## src/rtl/ft245_bridge.sv

```systemverilog
// FT245-style parallel-FIFO bridge: TX/RX byte FIFOs, pad flag synchronizers and a
// strobe-timing FSM with fair read/write arbitration. Optional macro: FT245_LOOPBACK_EN.

module ft245_fifo #(
    parameter int W     = 8,
    parameter int DEPTH = 16
) (
    input  logic                       clk,
    input  logic                       reset,
    input  logic                       push,
    input  logic [W-1:0]               push_data,
    input  logic                       pop,
    output logic [W-1:0]               head,
    output logic [$clog2(DEPTH):0]     level,
    output logic                       full,
    output logic                       empty
);
    localparam int AW = $clog2(DEPTH);
    localparam logic [AW-1:0] PTR_ONE = AW'(1);
    localparam logic [AW:0]   LVL_ONE = (AW + 1)'(1);
    localparam logic [AW:0]   LVL_MAX = (AW + 1)'(DEPTH);

    logic [W-1:0]  mem [DEPTH];
    logic [AW-1:0] wr_ptr;
    logic [AW-1:0] rd_ptr;
    logic          push_en;
    logic          pop_en;

    assign full    = (level == LVL_MAX);
    assign empty   = (level == '0);
    assign push_en = push && !full;
    assign pop_en  = pop && !empty;
    assign head    = mem[rd_ptr];

    always_ff @(posedge clk or posedge reset) begin
        if (reset) begin
            wr_ptr <= '0;
            rd_ptr <= '0;
            level  <= '0;
        end else begin
            if (push_en) wr_ptr <= wr_ptr + PTR_ONE;
            if (pop_en)  rd_ptr <= rd_ptr + PTR_ONE;
            if (push_en && !pop_en)      level <= level + LVL_ONE;
            else if (pop_en && !push_en) level <= level - LVL_ONE;
        end
    end

    // Storage is not reset; a flush only needs the pointers and level cleared.
    always_ff @(posedge clk) begin
        if (push_en) mem[wr_ptr] <= push_data;
    end
endmodule

// state     | meaning
// IDLE      | waiting; arbitrates between pending write and read
// WR_SETUP  | bus driven with TX head, pad_wr_n still high
// WR_STROBE | pad_wr_n low for WR_CYC cycles
// WR_HOLD   | pad_wr_n high, data held; TX head popped
// RD_STROBE | pad_rd_n low for RD_CYC cycles; sample on last cycle
// GAP       | GAP_CYC+2 guard cycles; the last one is also an arbitration slot
module ft245_bridge #(
    parameter int DATA_W   = 8,
    parameter int TX_DEPTH = 16,
    parameter int RX_DEPTH = 16,
    parameter int WR_CYC   = 2,
    parameter int RD_CYC   = 3,
    parameter int GAP_CYC  = 1
) (
    input  logic                        clk,
    input  logic                        reset,
`ifdef FT245_LOOPBACK_EN
    input  logic                        loopback,
`endif
    input  logic [DATA_W-1:0]           pad_data_i,
    output logic [DATA_W-1:0]           pad_data_o,
    output logic                        pad_data_oe,
    input  logic                        pad_txe_n,
    input  logic                        pad_rxf_n,
    output logic                        pad_wr_n,
    output logic                        pad_rd_n,
    input  logic                        tx_valid,
    output logic                        tx_ready,
    input  logic [DATA_W-1:0]           tx_data,
    output logic                        rx_valid,
    input  logic                        rx_ready,
    output logic [DATA_W-1:0]           rx_data,
    output logic [$clog2(TX_DEPTH):0]   tx_level,
    output logic [$clog2(RX_DEPTH):0]   rx_level
);
    localparam int MAXC_WR = (WR_CYC > RD_CYC) ? WR_CYC : RD_CYC;
    localparam int MAXC    = (MAXC_WR > GAP_CYC + 2) ? MAXC_WR : GAP_CYC + 2;
    localparam int CNT_W   = $clog2(MAXC + 1);
    localparam logic [CNT_W-1:0] CNT_ONE  = CNT_W'(1);
    localparam logic [CNT_W-1:0] WR_LOAD  = CNT_W'(WR_CYC - 1);
    localparam logic [CNT_W-1:0] RD_LOAD  = CNT_W'(RD_CYC - 1);
    localparam logic [CNT_W-1:0] GAP_LOAD = CNT_W'(GAP_CYC + 1);

    typedef enum logic [2:0] {
        IDLE, WR_SETUP, WR_STROBE, WR_HOLD, RD_STROBE, GAP
    } state_t;

    typedef enum logic {DIR_WRITE, DIR_READ} dir_t;

    state_t            state, nxt;
    dir_t              last_dir, dir_nxt;
    logic [CNT_W-1:0]  cnt, cnt_nxt;

    logic              txe_meta, txe_s;
    logic              rxf_meta, rxf_s;
    logic              lb_mode;
    logic              wr_ok, rd_ok;
    logic              arb;
    logic              tx_pop, rx_push_pad, lb_xfer;
    logic              wr_phase_nxt;

    logic [DATA_W-1:0] tx_head;
    logic              tx_full, tx_empty;
    logic              rx_full, rx_empty;

`ifdef FT245_LOOPBACK_EN
    assign lb_mode = loopback;
`else
    assign lb_mode = 1'b0;
`endif

    always_ff @(posedge clk or posedge reset) begin
        if (reset) begin
            txe_meta <= 1'b1;
            txe_s    <= 1'b1;
            rxf_meta <= 1'b1;
            rxf_s    <= 1'b1;
        end else begin
            txe_meta <= pad_txe_n;
            txe_s    <= txe_meta;
            rxf_meta <= pad_rxf_n;
            rxf_s    <= rxf_meta;
        end
    end

    ft245_fifo #(.W(DATA_W), .DEPTH(TX_DEPTH)) u_tx_fifo (
        .clk       (clk),
        .reset     (reset),
        .push      (tx_valid),
        .push_data (tx_data),
        .pop       (tx_pop | lb_xfer),
        .head      (tx_head),
        .level     (tx_level),
        .full      (tx_full),
        .empty     (tx_empty)
    );

    ft245_fifo #(.W(DATA_W), .DEPTH(RX_DEPTH)) u_rx_fifo (
        .clk       (clk),
        .reset     (reset),
        .push      (rx_push_pad | lb_xfer),
        .push_data (lb_xfer ? tx_head : pad_data_i),
        .pop       (rx_ready),
        .head      (rx_data),
        .level     (rx_level),
        .full      (rx_full),
        .empty     (rx_empty)
    );

    assign tx_ready = !tx_full;
    assign rx_valid = !rx_empty;

    assign wr_ok = !txe_s && !tx_empty && !lb_mode;
    assign rd_ok = !rxf_s && !rx_full && !lb_mode;

    always_ff @(posedge clk or posedge reset) begin
        if (reset) begin
            state    <= IDLE;
            cnt      <= '0;
            last_dir <= DIR_WRITE;
        end else begin
            state    <= nxt;
            cnt      <= cnt_nxt;
            last_dir <= dir_nxt;
        end
    end

    always_comb begin
        nxt         = state;
        cnt_nxt     = cnt;
        dir_nxt     = last_dir;
        tx_pop      = 1'b0;
        rx_push_pad = 1'b0;
        lb_xfer     = 1'b0;
        arb         = 1'b0;
        case (state)
            IDLE: arb = 1'b1;
            WR_SETUP: begin
                nxt     = WR_STROBE;
                cnt_nxt = WR_LOAD;
            end
            WR_STROBE: begin
                if (cnt == '0) nxt = WR_HOLD;
                else           cnt_nxt = cnt - CNT_ONE;
            end
            WR_HOLD: begin
                tx_pop  = 1'b1;
                dir_nxt = DIR_WRITE;
                nxt     = GAP;
                cnt_nxt = GAP_LOAD;
            end
            RD_STROBE: begin
                if (cnt == '0) begin
                    rx_push_pad = 1'b1;
                    dir_nxt     = DIR_READ;
                    nxt         = GAP;
                    cnt_nxt     = GAP_LOAD;
                end else begin
                    cnt_nxt = cnt - CNT_ONE;
                end
            end
            GAP: begin
                if (cnt == '0) begin
                    nxt = IDLE;
                    arb = 1'b1;
                end else begin
                    cnt_nxt = cnt - CNT_ONE;
                end
            end
            default: nxt = IDLE;
        endcase

        // When both sides are ready, the direction not taken last time wins.
        if (arb) begin
            if (lb_mode) begin
                lb_xfer = !tx_empty && !rx_full;
            end else if (wr_ok && (!rd_ok || last_dir == DIR_READ)) begin
                nxt = WR_SETUP;
            end else if (rd_ok) begin
                nxt     = RD_STROBE;
                cnt_nxt = RD_LOAD;
            end
        end
    end

    assign wr_phase_nxt = (nxt == WR_SETUP) || (nxt == WR_STROBE) || (nxt == WR_HOLD);

    // Pad outputs are registered from the next state so they never glitch.
    always_ff @(posedge clk or posedge reset) begin
        if (reset) begin
            pad_wr_n    <= 1'b1;
            pad_rd_n    <= 1'b1;
            pad_data_oe <= 1'b0;
            pad_data_o  <= '0;
        end else begin
            pad_wr_n    <= (nxt != WR_STROBE);
            pad_rd_n    <= (nxt != RD_STROBE);
            pad_data_oe <= wr_phase_nxt;
            pad_data_o  <= wr_phase_nxt ? tx_head : '0;
        end
    end
endmodule

```

## config.mk

```make
export PLATFORM = sky130hd
export DESIGN_NAME = ft245_bridge
export DESIGN_NICKNAME = d
export VERILOG_FILES = /design/src/rtl/ft245_bridge.sv
export SDC_FILE = /design/constraint.sdc
export NUM_CORES = 1
export LEC_CHECK = 0
export ABC_AREA = 1
export CORE_ASPECT_RATIO = 1.5
export CORE_MARGIN = 1.5
export CORE_UTILIZATION = 30
export CTS_CLUSTER_DIAMETER = 50
export DETAILED_ROUTE_END_ITERATION = 12
export SLEW_MARGIN = 20
export SYNTH_ARGS = -nofsm -noshare
export SYNTH_HDL_FRONTEND = slang
export SYNTH_HIERARCHICAL = 1
export SYNTH_SLANG_ARGS = --single-unit
```

## constraint.sdc

```tcl
create_clock -name clk -period 2 [get_ports clk]
set_clock_uncertainty 0.05 [all_clocks]
set_input_delay 0.3 -clock clk [delete_from_list [all_inputs] [get_ports clk]]
set_output_delay 0.3 -clock clk [all_outputs]
set_load 0.005 [all_outputs]
```

==> flow_summary_export.csv <==
group,metric,value,unit
placed_design,dpl.hpwl,21.60,mm
clock_network,cts.hold.buffers_added,0,
detailed_routing,first_iter_violations,493,
clock_network,htree_num_levels,1,
detailed_routing,via_per_inst,4.429,
pwr,p_leak,7.466,nW
pwr,p_int,15.97,mW
finish,drive_above_1_share,23.48,%
pwr,p_seq_share,31.5,%
sta,worstMarginPinSlew,0.7724,ns
worst_setup_path,reg2reg_to,"u_rx_fifo/level[4]",
logic_synthesis,synth.avg_cell_area,9.969,sq um
sta,drv_slew,0,
floorplan,die_y,262.2,um
worst_setup_path,arrival,2.10,ns
detailed_routing,wl_met3,1.340,mm
worst_setup_path,r2r_start,"u_rx_fifo/level[4]",
finish,antennaDiodeCount,0,
logic_synthesis,async_flop_share,15.51,%
finish,fillers,4165,
logic_synthesis,ys_seq_area_share,66.01,%
clock_network,cts_tree,"built",
worst_setup_path,end_kind,"primary output",
floorplan,fp-row-count,94,
floorplan,pin_count,53,
pwr,switching_share,37.08,%
hold_path,hp-class,"input port to flip-flop",
placed_design,numPlacedInstances,2032,
grt,grt_pass1_wl,51.09,mm
logic_synthesis,synth.top_cell.area_share,57.21,%
clock_network,cts_buffer_depth,3,
logic_synthesis,synth.distinct_cells,33,
placed_design,postPlaceCellArea,15330,sq um
grt,antenna_found_initial,0,
detailed_routing,met1Wirelength,12.18,mm
finish,final_cell_area,17560,sq um
sta,setup_viol,10,
outcome,outcome,"complete, but fails checks",
worst_setup_path,crit_top_cell,"nand2_1",
flow_run,drv_cap,0,
sta,setup_slack,-0.4479,ns
floorplan,die_w,175.8,um
pwr,max-vdd-ir-drop,908.1,uV
clock_network,clkTransAtPathRegs,0.07,ns
detailed_routing,top_layer_used,"met4",
detailed_routing,avgRoutedWirePerCell,15.76,um
sta,min_period,2.448,ns
worst_setup_path,path_max_fanout,6,
detailed_routing,dr.pass1.iters,5,
hold_path,min_path_cells,1,
grt,grt-ovfl-total,0,
hold_path,hold_start,"pad_rxf_n",
pwr,p_clk_share,23.2,%
logic_synthesis,synth_nets,1393,
sta,relSlewSlack,48.35,%
sta,tns,-3.110,ns
detailed_routing,vias,9415,
worst_setup_path,cp-start-kind,"flip-flop",
worst_setup_path,cpPeakStageDelay,0.45,ns
floorplan,initial_utilization,30.55,%
sta,period_share,122.4,%
detailed_routing,routed_wl,33.52,mm
logic_synthesis,syn_area,13440,sq um
floorplan,dieArea,46100,sq um
logic_synthesis,yosys.area.top_type,"edfxtp_1",
pwr,power.density,1446,nW/um^2
worst_setup_path,ff2ff_path_depth,13,
detailed_routing,wl_met2,18.40,mm
hold_path,worstHoldEndpoint,"rxf_meta",
logic_synthesis,yosys_warnings,6,
worst_setup_path,crit_required,1.65,ns
sta,fmax,408.5,MHz
clock_network,clk_latency,0.56,ns
grt,first_global_vias,9371,
finish,area_growth,30.65,%
finish,fin_nets,1571,
outcome,violations,"setup timing",
detailed_routing,route.detailed.drc,0,
clock_network,clk_root_buffer_cell,"clkbuf_16",
sta,rsz0062_at_grt,"true",
logic_synthesis,synth-seq-cells,303,
placed_design,portBuffers,52,
clock_network,clock_sinks,303,
pwr,combPwrFrac,45.3,%
clock_network,cts_buffers,31,
logic_synthesis,synth_edf_count,256,
placed_design,gp_congestion,0.8307,
worst_setup_path,critical_path.cell_chain,"buf_6, inv_12, buf_12, buf_16, buf_6, nand2_2, nand3_2, nand2_1, nor2_1, nand2_1, nand2_1, buf_2",
pwr,power.switching,9.413,mW
worst_setup_path,r2r_slack,-0.07,ns
worst_setup_path,critPathKind,"flip-flop to primary output",
logic_synthesis,syn_inst,1348,
finish,layout.cells.non_filler,2126,
floorplan,core_area,43990,sq um
detailed_routing,detail-route-antenna-nets,0,
logic_synthesis,synth.area.top_cells,"edfxtp_1 57%, nand2_1 14%, dfrtp_1 7.6%",
logic_synthesis,synth_flop_cell,"edfxtp_1",
grt,grt_usage,14.32,%
grt,grt_max_degree,55,
sta,hold_viol_final,0,
worst_setup_path,cp_slowest_cell,"dfrtp_2",
==> metrics by stage <==
step | utilization, % | power [mW] | hold slack, ns | setup slack (ns)
2_1_floorplan | - | 13.44 | 0.1270 | 0.0003146
3_3_place_gp | 34.85 | 17.01 | 0.2977 | -0.2080
3_5_place_dp | 34.85 | 17.16 | 0.2982 | -0.2111
4_1_cts | 39.01 | 24.84 | 0.06529 | -0.4227
5_1_grt | 39.91 | 26.97 | 0.07570 | -0.5099
6_report | 39.91 | 25.39 | 0.1042 | -0.4479
==> worst max path at each step <==
stage / start / to / slack (ns) / depth (start not counted)
finish: u_rx_fifo/rd_ptr[0] / rx_data[6] / -0.45 / 12
global route: u_rx_fifo/rd_ptr[0] / rx_data[6] / -0.51 / 12
CTS: u_rx_fifo/rd_ptr[0] / rx_data[5] / -0.42 / 11
detailed placement: u_rx_fifo/level[4] / u_rx_fifo/level[4] / -0.21 / 14
global placement: u_rx_fifo/level[4] / u_rx_fifo/level[4] / -0.21 / 14
floorplan: u_tx_fifo/level[0] / u_tx_fifo/level[4] / 0.0003 / 13
==> layout make-up <==
| class | instances | area, sq um | share of cell area [%] |
|---|---|---|---|
| inverters | 171 | 675.6 | 3.848 |
| multi-input cells | 832 | 4289 | 24.43 |
| clock inverters | 26 | 276.5 | 1.575 |
| well taps | 576 | 720.7 | 4.105 |
| clock buffers | 31 | 775.7 | 4.418 |
| flip-flops and latches | 303 | 8874 | 50.54 |
| repair buffers | 187 | 1946 | 11.08 |
==> placed cells by master, fill, tap and decap left out, types with 10 or more instances in the layout <==
master	n
inv_2	17
nand3_2	29
ha_1	13
nand3_1	81
clkdlybuf4s50_1	35
buf_6	14
nand2_1	460
clkbuf_16	31
nor2_4	25
edfxtp_1	256
buf_4	95
dfrtp_1	39
inv_1	147
buf_16	10
nand2_2	38
nor2_1	104
nor2_2	23
buf_12	16
==> power by group through the flow <==
stage | combinational (mW) | sequential [mW] | clock (mW)
CTS | 10.8 | 7.99 | 6.04
detailed placement | 9.05 | 8.11 | 0
finish | 11.5 | 8.00 | 5.89
global route | 12.6 | 8.06 | 6.30
global placement | 8.91 | 8.10 | 0
floorplan | 5.34 | 8.09 | 0
==> flip-flops by register name, summed over array words and instances (netlist names) <==
| register | count |
|---|---|
| state | 3 |
| txe_s | 1 |
| last_dir | 1 |
| cnt | 2 |
| u_rx_fifo/wr_ptr | 4 |
| pad_data_oe | 1 |
| u_tx_fifo/rd_ptr | 4 |
| u_tx_fifo/mem | 128 |
| rxf_s | 1 |
| pad_data_o | 8 |
| rxf_meta | 1 |
| u_rx_fifo/level | 5 |
| txe_meta | 1 |
| u_rx_fifo/mem | 128 |
| u_rx_fifo/rd_ptr | 4 |
| pad_wr_n | 1 |
| u_tx_fifo/level | 5 |
| pad_rd_n | 1 |
| u_tx_fifo/wr_ptr | 4 |
==> logic make-up after synthesis <==
family | synth area share [%]
AO/OA/AOI/OAI | 0.6238
XOR/XNOR | 0.9125
adder cells (fa/ha/maj) | 2.253
flip-flops | 66.01
AND/OR/NAND/NOR | 23.75
buffers and inverters | 6.443
==> synth_stat cells (8+ instances only) <==
cell and count:
nor2_2 9, ha_1 21, inv_2 10, edfxtp_1 256
buf_2 26, nand2_1 500, dfrtp_1 41, nand3_1 111
xor2_1 8, inv_1 160, o21ai_0 9, nor2_1 140
==> worst max-delay path, delay by kind of cell (launching register included) <==
family | cells | cell delay, ns
simple gates | 6 | 0.39
flops | 1 | 0.45
buf+inv | 6 | 0.68
==> repair_timing <==
action / 4_1_cts / 5_1_grt
setup endpoints to repair: 148 / 145
gates cloned: 12 / 0
pin swaps: 44 / 51
gates resized for setup: 126 / 107
setup buffers: 20 / 7
==> layer usage <==
layer	global-route usage, %	up-vias
met5	0	-
met4	7.461	0
met3	1.913	77
met2	27.38	232
met1	14.93	4454
li1	-	4652
Power figures use the tool's default switching activity.
